--- src/rtl/dual_port_rom_pkg.sv ---
// ----------------------------------------------------------------------------
// dual_port_rom_pkg
//   Shared geometry and contents of the dual-port lookup ROM.
//   ADDR_W / DATA_W : address and word widths (16 words x 8 bits)
//   NUM_PORTS       : number of independent read ports on the ROM
//   rom_word(addr)  : constant table entry, {~addr, addr}
// ----------------------------------------------------------------------------
package dual_port_rom_pkg;

   localparam int ADDR_W    = 4;
   localparam int DATA_W    = 8;
   localparam int NUM_PORTS = 2;

   // Spelled out as a 16-way case so synthesis maps it to a plain LUT/ROM
   // and the table is easy to audit against the decimal listing.
   function automatic logic [DATA_W-1:0] rom_word(input logic [ADDR_W-1:0] addr);
      logic [DATA_W-1:0] word;
      case (addr)
         4'd0:    word = 8'd240;
         4'd1:    word = 8'd225;
         4'd2:    word = 8'd210;
         4'd3:    word = 8'd195;
         4'd4:    word = 8'd180;
         4'd5:    word = 8'd165;
         4'd6:    word = 8'd150;
         4'd7:    word = 8'd135;
         4'd8:    word = 8'd120;
         4'd9:    word = 8'd105;
         4'd10:   word = 8'd90;
         4'd11:   word = 8'd75;
         4'd12:   word = 8'd60;
         4'd13:   word = 8'd45;
         4'd14:   word = 8'd30;
         4'd15:   word = 8'd15;
         default: word = '0;
      endcase
      return word;
   endfunction

endpackage

--- src/rtl/dual_port_rom_read_port.sv ---
// ----------------------------------------------------------------------------
// rom_read_port
//   One synchronous read port of the constant ROM. The looked-up word is
//   captured on the rising edge when en is high and held otherwise; reset
//   clears the register and overrides en.
//   clk  : clock
//   rst  : synchronous active-high reset
//   en   : read enable
//   addr : word address
//   data : registered read data (1 cycle latency)
// ----------------------------------------------------------------------------
module rom_read_port
   import dual_port_rom_pkg::*;
(
   input  logic              clk,
   input  logic              rst,
   input  logic              en,
   input  logic [ADDR_W-1:0] addr,
   output logic [DATA_W-1:0] data
);

   logic [DATA_W-1:0] data_reg;
   logic [DATA_W-1:0] data_next;

   always_comb begin
      data_next = data_reg;
      if (en) begin
         data_next = rom_word(addr);
      end
   end

   always_ff @(posedge clk) begin
      if (rst) begin
         data_reg <= '0;
      end else begin
         data_reg <= data_next;
      end
   end

   // Output comes straight from the register: no input-to-output comb path.
   assign data = data_reg;

endmodule

--- src/rtl/dual_port_rom.sv ---
// ----------------------------------------------------------------------------
// dual_port_rom
//   16 x 8 constant ROM with two independent registered read ports. The
//   ports share only the table contents, so both may read any address,
//   including the same one, in the same cycle.
//   clk          : clock
//   rst          : synchronous active-high reset (clears both outputs)
//   en_a / en_b  : port read enables
//   add_a/add_b  : port word addresses
//   d_ra / d_rb  : port read data, valid one cycle after an enabled edge
// ----------------------------------------------------------------------------
module dual_port_rom
   import dual_port_rom_pkg::*;
(
   input  logic              clk,
   input  logic              rst,
   input  logic              en_a,
   input  logic              en_b,
   input  logic [ADDR_W-1:0] add_a,
   input  logic [ADDR_W-1:0] add_b,
   output logic [DATA_W-1:0] d_ra,
   output logic [DATA_W-1:0] d_rb
);

   // Index 0 is port A, index 1 is port B.
   logic [NUM_PORTS-1:0] en_v;
   logic [ADDR_W-1:0]    addr_v [NUM_PORTS];
   logic [DATA_W-1:0]    data_v [NUM_PORTS];

   assign en_v[0]   = en_a;
   assign en_v[1]   = en_b;
   assign addr_v[0] = add_a;
   assign addr_v[1] = add_b;
   assign d_ra      = data_v[0];
   assign d_rb      = data_v[1];

   genvar gi;
   generate
      for (gi = 0; gi < NUM_PORTS; gi++) begin : g_port
         rom_read_port u_port (
            .clk  (clk),
            .rst  (rst),
            .en   (en_v[gi]),
            .addr (addr_v[gi]),
            .data (data_v[gi])
         );
      end
   endgenerate

endmodule

--- config.mk ---
export PLATFORM = sky130hd
export DESIGN_NAME = dual_port_rom
export DESIGN_NICKNAME = d
export VERILOG_FILES = /design/src/rtl/dual_port_rom_pkg.sv /design/src/rtl/dual_port_rom_read_port.sv /design/src/rtl/dual_port_rom.sv
export SDC_FILE = /design/constraint.sdc
export NUM_CORES = 1
export LEC_CHECK = 0
export ABC_AREA = 1
export CAP_MARGIN = 0
export CORE_MARGIN = 2
export CORE_UTILIZATION = 38
export DETAILED_ROUTE_END_ITERATION = 6
export PLACE_DENSITY = 0.76
export SYNTH_ARGS = -nofsm -noshare
export SYNTH_HDL_FRONTEND = slang
export SYNTH_HIERARCHICAL = 1
export SYNTH_SLANG_ARGS = --single-unit
--- constraint.sdc ---
create_clock -name clk -period 0.8 [get_ports clk]
set_input_delay 0.08 -clock clk [delete_from_list [all_inputs] [get_ports clk]]
set_output_delay 0.08 -clock clk [all_outputs]
set_load 0.02 [all_outputs]
[Word level (Yosys, flattened, before mapping)]
Memory sizes are Yosys's and may differ from the RTL's. A register that Yosys moved wholly into a read port is not among the register bits.
Cells that the tools add are included.
Word-level totals
  flip-flop bits (word level): 0
  memory bits (read-only): 256
  input bits: 12
  output and inout port bits: 16
  logic and storage cells: 2
  memories kept: 2
Memories
  (no name shown): depth 16, bits a word 8, read ports 1, clocked after memory_dff 1, write ports 0, line dual_port_rom_pkg.sv:18  | case (addr)
  (no name shown): depth 16, bits a word 8, read ports 1, clocked after memory_dff 1, write ports 0, line dual_port_rom_pkg.sv:18

[Longest topological paths before layout]
Gate-level depths: netlist of the first run.
  word-level depth: 0
  mapped depth: 4
  depth with buffers taken out: 4

[By module]
Netlist of the first run, hierarchy kept.
By module, submodules not included
  rom_read_port at g_port[1].u_port: instances 1, cells an instance 38, area each 300.3 sq um, seq. area each 160.2 sq um
  rom_read_port at g_port[0].u_port: instances 1, cells an instance 36, area each 281.5 sq um, seq. area each 160.2 sq um

[Worst setup path before layout of the first run]
OpenSTA, ideal clock, no wires.
  path kind: reg2reg
  start: register g_port[0].u_port/data[7] (netlist name)
  end: register g_port[0].u_port.data_reg[7]
  setup time: 0.066 ns
  data arrival time: 0.626 ns
  data required time: 0.734 ns
  path slack: 0.108 ns
  cell stages (with the launch flop): 3
  buffers on the path: 0
  clock period less this slack: 0.692 ns
  path through: dfxtp_1 -> nand2_1 -> a21oi_2
RTL lines
  end, declared: line dual_port_rom_read_port.sv:22  | logic [DATA_W-1:0] data_reg;

[Final worst setup path of the first run]
  start: register g_port[0].u_port.data_reg[2]
  end: output d_ra[2]
RTL lines
  end, declared: line dual_port_rom.sv:21  | output logic [DATA_W-1:0] d_ra,
No word-level cell between the ends.

==> flow_metrics.env, run 1 <==
export IMPL_io_pin_count=28
export IMPL_cts_sinks=16
export IMPL_netlist_area_leader_share_pct=55.1
export IMPL_cp_start_kind="flip-flop"
export IMPL_syn_num_nets=86
export IMPL_largest_register_ffs=16
export IMPL_min_path_type="in2reg"
export IMPL_gp_congestion=0.807
export IMPL_yosysWarnings=6
export IMPL_ys_ff_latch=16
export IMPL_final_nets=129
export IMPL_vdd_drop_max_mv=0.982
export IMPL_path_class="reg2out"
export IMPL_slowest_delay_ns=0.36
export IMPL_outcome="complete, but fails checks"
export IMPL_synthFlopType="dfxtp_1"
export IMPL_synth_area_leader_cell="dfxtp_1"
export IMPL_maxCapViolCount=0
export IMPL_p_switching_uw=454
export IMPL_ctsLongestPathBuffers=2
export IMPL_die_h_um=43.1
export IMPL_p_sw_share_pct=25.2
export IMPL_min_path_cells=3
export IMPL_synthDistinctLibCells=10
export IMPL_p_comb_share_pct=21.6
export IMPL_first_iter_violations=12
export IMPL_setup_slack_ns=-0.0382
export IMPL_ys_top_cells_by_area="dfxtp_1 55%, nand2_1 13%, nor2_1 10%, a21oi_1 6.0%, nand2_2 4.3%"
export IMPL_area_growth_pct=77.8
export IMPL_cts_tree="built"
export IMPL_end_kind="output pin"
export IMPL_crit_chain="buf_6"
export IMPL_finalSetupViolations=16
export IMPL_cp_arrival_ns=0.76
export IMPL_worst_pin_slew_ns=0.314
export IMPL_violations="setup timing"
export IMPL_crit_slowest_cell="dfxtp_2"
export IMPL_netlist_area_um2=582
export IMPL_power_density_nw_per_um2=1740
export IMPL_hold_ws_ns=0.224
export IMPL_start_util_pct=39.5
export IMPL_grt_ovfl_total=0
export IMPL_rows=14
export IMPL_synth_edff_count=0
export IMPL_rr_worst_depth=4
export IMPL_die_area_um2=1860
export IMPL_period_share_pct=105
export IMPL_grt_pass1_vias=566
export IMPL_portBuffers=27
export IMPL_drive_gt1_share_pct=50.9
export IMPL_rsz0062_at_grt="true"
export IMPL_relSlewSlack_pct=79.0
export IMPL_synth_common_cells="20 x nand2_1, 16 x dfxtp_1, 16 x nor2_1"
export IMPL_p_leak_nw=0.512
export IMPL_clockPowerShare_pct=28.9
export IMPL_synthArstFlopShare_pct=0
export IMPL_fmax_ghz=1.19
export IMPL_first_pass_iters=4
export IMPL_critical_path_buf_inv_count=1
export IMPL_cts_htree_levels=1
export IMPL_seqPwrFrac_pct=49.5
export IMPL_finalPower_mw=1.80
export IMPL_dieWidth_um=43.1
export IMPL_critical_path_depth=1
export IMPL_fp_coreArea_um2=1470
export IMPL_grt_antenna_before_repair=0
export IMPL_syn_area_per_cell_um2=7.86
export IMPL_cpLargestDelayFamily="flip-flops"
export IMPL_vias=580
export IMPL_cts_made_buffers=3
export IMPL_clk_pin_slew_worst_paths_ns=0.09
export IMPL_dpl_hpwl_um=992
export IMPL_slew_violations=0
export IMPL_grt_max_degree=10
export IMPL_yosysMostFrequentCell="nand2_1"
export IMPL_drc=0
export IMPL_routedWlPerCell_um=10.1
export IMPL_ant_nets=0
export IMPL_cts_hold_buf=0
export IMPL_track_usage_pct=16.1
export IMPL_clock_latency_ns=0.28
export IMPL_hold_viol_final=0
export IMPL_synth_cells=74
export IMPL_p_int_mw=1.35
export IMPL_worstPathMaxFanout=2
export IMPL_detail_route_vias_per_cell=4.39
export IMPL_crit_required_ns=0.72
export IMPL_grt_pass1_wl_um=2200
export IMPL_cts_root_buffer="clkbuf_4"
export IMPL_period_minus_slack_ns=0.838
export IMPL_ys_seq_area_share_pct=55.1
export IMPL_wirelength_um=1340
export IMPL_diodes=0
export IMPL_clock_skew_final_ns=0
[layer usage]
metal / vias up / track usage (%) / share of wire (%)
met1: 246 / 18.1 / 40
met2: 28 / 26.6 / 48
met4: 0 / 9.09 / 1.3
li1: 304 / - / -
met5: - / 0 / 0
met3: 2 / 5.11 / 10
[through the flow]
stage | setup WS (ns) | TNS, ns | util (%) | area (µm²) | instances
floorplan | 0.108 | 0 | - | 582 | 74
finish | -0.0382 | -0.304 | 70.3 | 1030 | 132
detailed placement | -0.284 | -7.03 | 62.8 | 925 | 125
CTS | -0.0513 | -0.499 | 68.5 | 1010 | 130
global placement | -0.257 | -6.59 | 62.8 | 925 | 125
global route | -0.0741 | -0.922 | 70.3 | 1030 | 132
[cell type report]
type                            instances  area (µm²)
Clock buffer                            4        36.3
Fill cell                             127         437
Inverter                                8        35.0
Multi-Input combinational cell         48         213
Sequential cell                        16         340
Tap cell                               16        20.0
Timing Repair Buffer                   40         390
[repair_timing]
action / in CTS / in global routing
pin swaps: 0 / 1
resized for setup: 112 / 4
setup endpoints to repair: 16 / 24
buffers inserted: 1 / 2
[cells in the final DEF (no fill, tap or decap)]
cell type | netlist | routed
nand2_1 | 20 | 18
nor2_1 | 16 | 16
dfxtp_2 | 0 | 16
buf_6 | 2 | 16
buf_4 | 0 | 13
clkdlybuf4s50_1 | 0 | 10
inv_1 | 6 | 6
a21oi_1 | 7 | 6
nand2_2 | 4 | 6
clkbuf_4 | 0 | 3
a21oi_2 | 1 | 2
clkbuf_8 | 0 | 1
inv_2 | 1 | 1
inv_6 | 1 | 1
dlymetal6s2s_1 | 0 | 1
[power by group through the flow]
stage                     Clock [mW]  Combinational, mW  Sequential (mW)
after floorplan                    0             0.0995            0.951
after global placement             0              0.359            0.888
after detailed placement           0              0.363            0.890
after CTS                      0.541              0.379            0.892
after global routing           0.583              0.422            0.897
final                          0.521              0.389            0.891
[cells by family (layout without fill, tap and decap cells)]
| kind of cell | Yosys count | in the layout | share of synthesized area (%) |
|---|---|---|---|
| flip-flops | 16 | 16 | 55.1 |
| AO/OA/AOI/OAI | 8 | 8 | 7.53 |
| AND/OR/NAND/NOR | 40 | 40 | 27.5 |
| buffers and inverters | 10 | 52 | 9.89 |
[final timing paths]
path                            slack, ns                      from                        to
worst max-delay path                -0.04  g_port[0].u_port/data[2]                   d_ra[2]
worst min register to register       0.48  g_port[1].u_port/data[2]  g_port[1].u_port/data[2]
worst min-delay path                 0.22                      en_a  g_port[0].u_port/data[1]
worst max register to register       0.03  g_port[0].u_port/data[0]  g_port[0].u_port/data[0]
[worst register-to-register path, delay by kind of cell, from the launching register on]
family,cells,cell delay [ns]
flops,1,0.33
buf+inv,2,0.24
simple gates,1,0.06
compound gates,1,0.04
Power figures use the tool's default switching activity.
==> run 2: changes to the inputs <==
==> constraint.sdc (replaced) <==
create_clock -name clk -period 0.9 [get_ports clk]
set_input_delay 0.09 -clock clk [delete_from_list [all_inputs] [get_ports clk]]
set_output_delay 0.09 -clock clk [all_outputs]
set_load 0.02 [all_outputs]
==> run 2 against run 1 <==
The flow now finishes without violations. Power shrank 21%. Wire length decreased by 6.4%. Clock skew stayed put. Non-clock buffer count down 3. Sequential power down 13%. First-iteration DRC count shrank 58%. Core utilization fell by 9.1 points. Sequential share of layout area increased by 3.4 points. Flip-flop and latch count unchanged. Count of clock-buffer cells in the layout is 1 lower. Critical path depth is the same. Critical path type unchanged. Critical endpoint is now d_rb[2]. Largest cell class is now sequential cells. Largest power group unchanged.
==> flow_metrics.env, run 2 (synthesis results as in run 1) <==
export IMPL_outcome="complete, no violations"
export IMPL_portBuffers=27
export IMPL_maxCapViolCount=0
export IMPL_fin_tns_setup_ns=0
export IMPL_die_area_um2=1860
export IMPL_grt_max_degree=10
export IMPL_die_h_um=43.1
export IMPL_end_kind="output pin"
export IMPL_cpLargestDelayFamily="flip-flops"
export IMPL_worstPathMaxFanout=2
export IMPL_detail_route_vias_per_cell=4.42
export IMPL_fin_area_um2=901
export IMPL_cts_hold_buf=0
export IMPL_finalSetupViolations=0
export IMPL_slew_violations=0
export IMPL_p_int_mw=1.06
export IMPL_cts_sinks=16
export IMPL_slowest_delay_ns=0.33
export IMPL_dieWidth_um=43.1
export IMPL_final_nets=126
export IMPL_hold_viol_final=0
export IMPL_placed_cell_area_um2=925
export IMPL_first_iter_violations=5
export IMPL_largest_register_ffs=16
export IMPL_wirelength_um=1250
export IMPL_clock_skew_final_ns=0
export IMPL_vias=566
export IMPL_cts_tree="built"
export IMPL_p_comb_share_pct=20.9
export IMPL_first_pass_iters=4
export IMPL_grt_pass1_vias=546
export IMPL_cts_root_buffer="clkbuf_4"
export IMPL_period_share_pct=95.0
export IMPL_worst_pin_slew_ns=0.281
export IMPL_p_leak_nw=0.460
export IMPL_final_cell_mix="21 x buf_4, 20 x nand2_1, 16 x nor2_1, 11 x dfxtp_1, 11 x clkdlybuf4s50_1"
export IMPL_period_minus_slack_ns=0.855
export IMPL_rsz0062_at_grt="false"
export IMPL_fmax_ghz=1.17
export IMPL_critical_path_buf_inv_count=1
export IMPL_diodes=0
export IMPL_hold_ws_ns=0.395
export IMPL_cp_arrival_ns=0.77
export IMPL_power_density_nw_per_um2=1580
export IMPL_fp_coreArea_um2=1470
export IMPL_start_util_pct=39.5
export IMPL_drc=0
export IMPL_ant_nets=0
export IMPL_rr_worst_depth=3
export IMPL_crit_chain="buf_2"
export IMPL_area_growth_pct=54.8
export IMPL_routedWlPerCell_um=9.78
export IMPL_cts_htree_levels=1
export IMPL_crit_slowest_cell="dfxtp_1"
export IMPL_clockPowerShare_pct=24.3
export IMPL_grt_pass1_wl_um=2090
export IMPL_r2r_end="g_port[1].u_port/data[4]"
export IMPL_grt_ovfl_total=0
export IMPL_worstSetupStartpoint="g_port[1].u_port/data[2]"
export IMPL_finalPower_mw=1.42
export IMPL_cts_made_buffers=3
export IMPL_grt_antenna_before_repair=0
export IMPL_cp_start_kind="flip-flop"
export IMPL_postCtsSetupRepairBufs=0
export IMPL_clock_latency_ns=0.27
export IMPL_seqPwrFrac_pct=54.8
export IMPL_endpoint="d_rb[2]"
export IMPL_relSlewSlack_pct=81.2
export IMPL_min_path_type="in2reg"
export IMPL_io_pin_count=28
export IMPL_clk_pin_slew_worst_paths_ns=0.08
export IMPL_ff2ff_setup_slack_ns=0.22
export IMPL_gp_congestion=0.809
export IMPL_p_sw_share_pct=25.6
export IMPL_track_usage_pct=14.8
export IMPL_r2r_start="g_port[1].u_port/data[4]"
export IMPL_vdd_drop_max_mv=0.959
export IMPL_layout_commonest_cell="buf_4"
export IMPL_crit_required_ns=0.81
export IMPL_dpl_hpwl_um=1010
export IMPL_critical_path_depth=1
export IMPL_drive_gt1_share_pct=36.6
export IMPL_ctsLongestPathBuffers=2
export IMPL_path_class="reg2out"
export IMPL_p_switching_uw=363
export IMPL_rows=14
[run 2: changes by cell type in the layout (fill, tap and decap cells not counted), sizes merged]
cell | before | now
buf | 29 | 26
clkbuf | 4 | 3
clkdlybuf4s50 | 10 | 11
dlymetal6s2s | 1 | 0
[run 2: power by group through the flow]
stage	Sequential (mW)	Clock, mW	Combinational, mW
2_1_floorplan	0.845	0	0.0885
5_1_grt	0.783	0.402	0.323
3_5_place_dp	0.791	0	0.323
4_1_cts	0.774	0.358	0.283
3_3_place_gp	0.790	0	0.319
6_report	0.778	0.346	0.297
[run 2: worst min-delay path, cell delays in order]
cell,delay [ns]
clkdlybuf4s50_1,0.39
nand2_1,0.08
a21oi_1,0.06
[run 2: what timing repair did]
item                       4_1_cts  5_1_grt
cloned                           0        0
setup endpoints to repair       16       11
gates resized for setup         64       16
[run 2: worst min-delay path by stage]
stage	to	cells after the start	startpoint	slack, ns
after floorplan	g_port[0].u_port/data[7]	1	rst	0.15
after global placement	g_port[1].u_port/data[3]	2	g_port[1].u_port/data[3]	0.45
after detailed placement	g_port[1].u_port/data[3]	2	g_port[1].u_port/data[3]	0.46
after CTS	g_port[0].u_port/data[0]	3	add_a[0]	0.39
after global routing	g_port[0].u_port/data[2]	3	add_a[2]	0.39
final	g_port[0].u_port/data[2]	3	add_a[2]	0.40
[run 2: final cells by class]
class                   count  area [µm²]
fillers                   147         571
flip-flops and latches     16         327
repair buffers             37         293
multi-input cells          48         204
inverters                   8        35.0
clock buffers               3        22.5
well taps                  16        20.0
[run 2: per-stage QoR]
| stage | std cells | util, % | setup WS [ns] |
|---|---|---|---|
| after detailed placement | 125 | 62.8 | -0.169 |
| after CTS | 128 | 58.9 | 0.00226 |
| after global routing | 128 | 61.2 | 0.000183 |
| after floorplan | 74 | - | 0.208 |
| final | 128 | 61.2 | 0.0449 |
| after global placement | 125 | 62.8 | -0.167 |
[run 2: metal layers]
layer	global-route usage (%)	up-vias	share of wire [%]	wire, µm
li1	-	301	-	-
met1	16.1	237	43	534
met2	26.0	26	45	567
met3	5.53	2	12	146
met4	5.45	0	0.32	4
met5	0	-	0	0
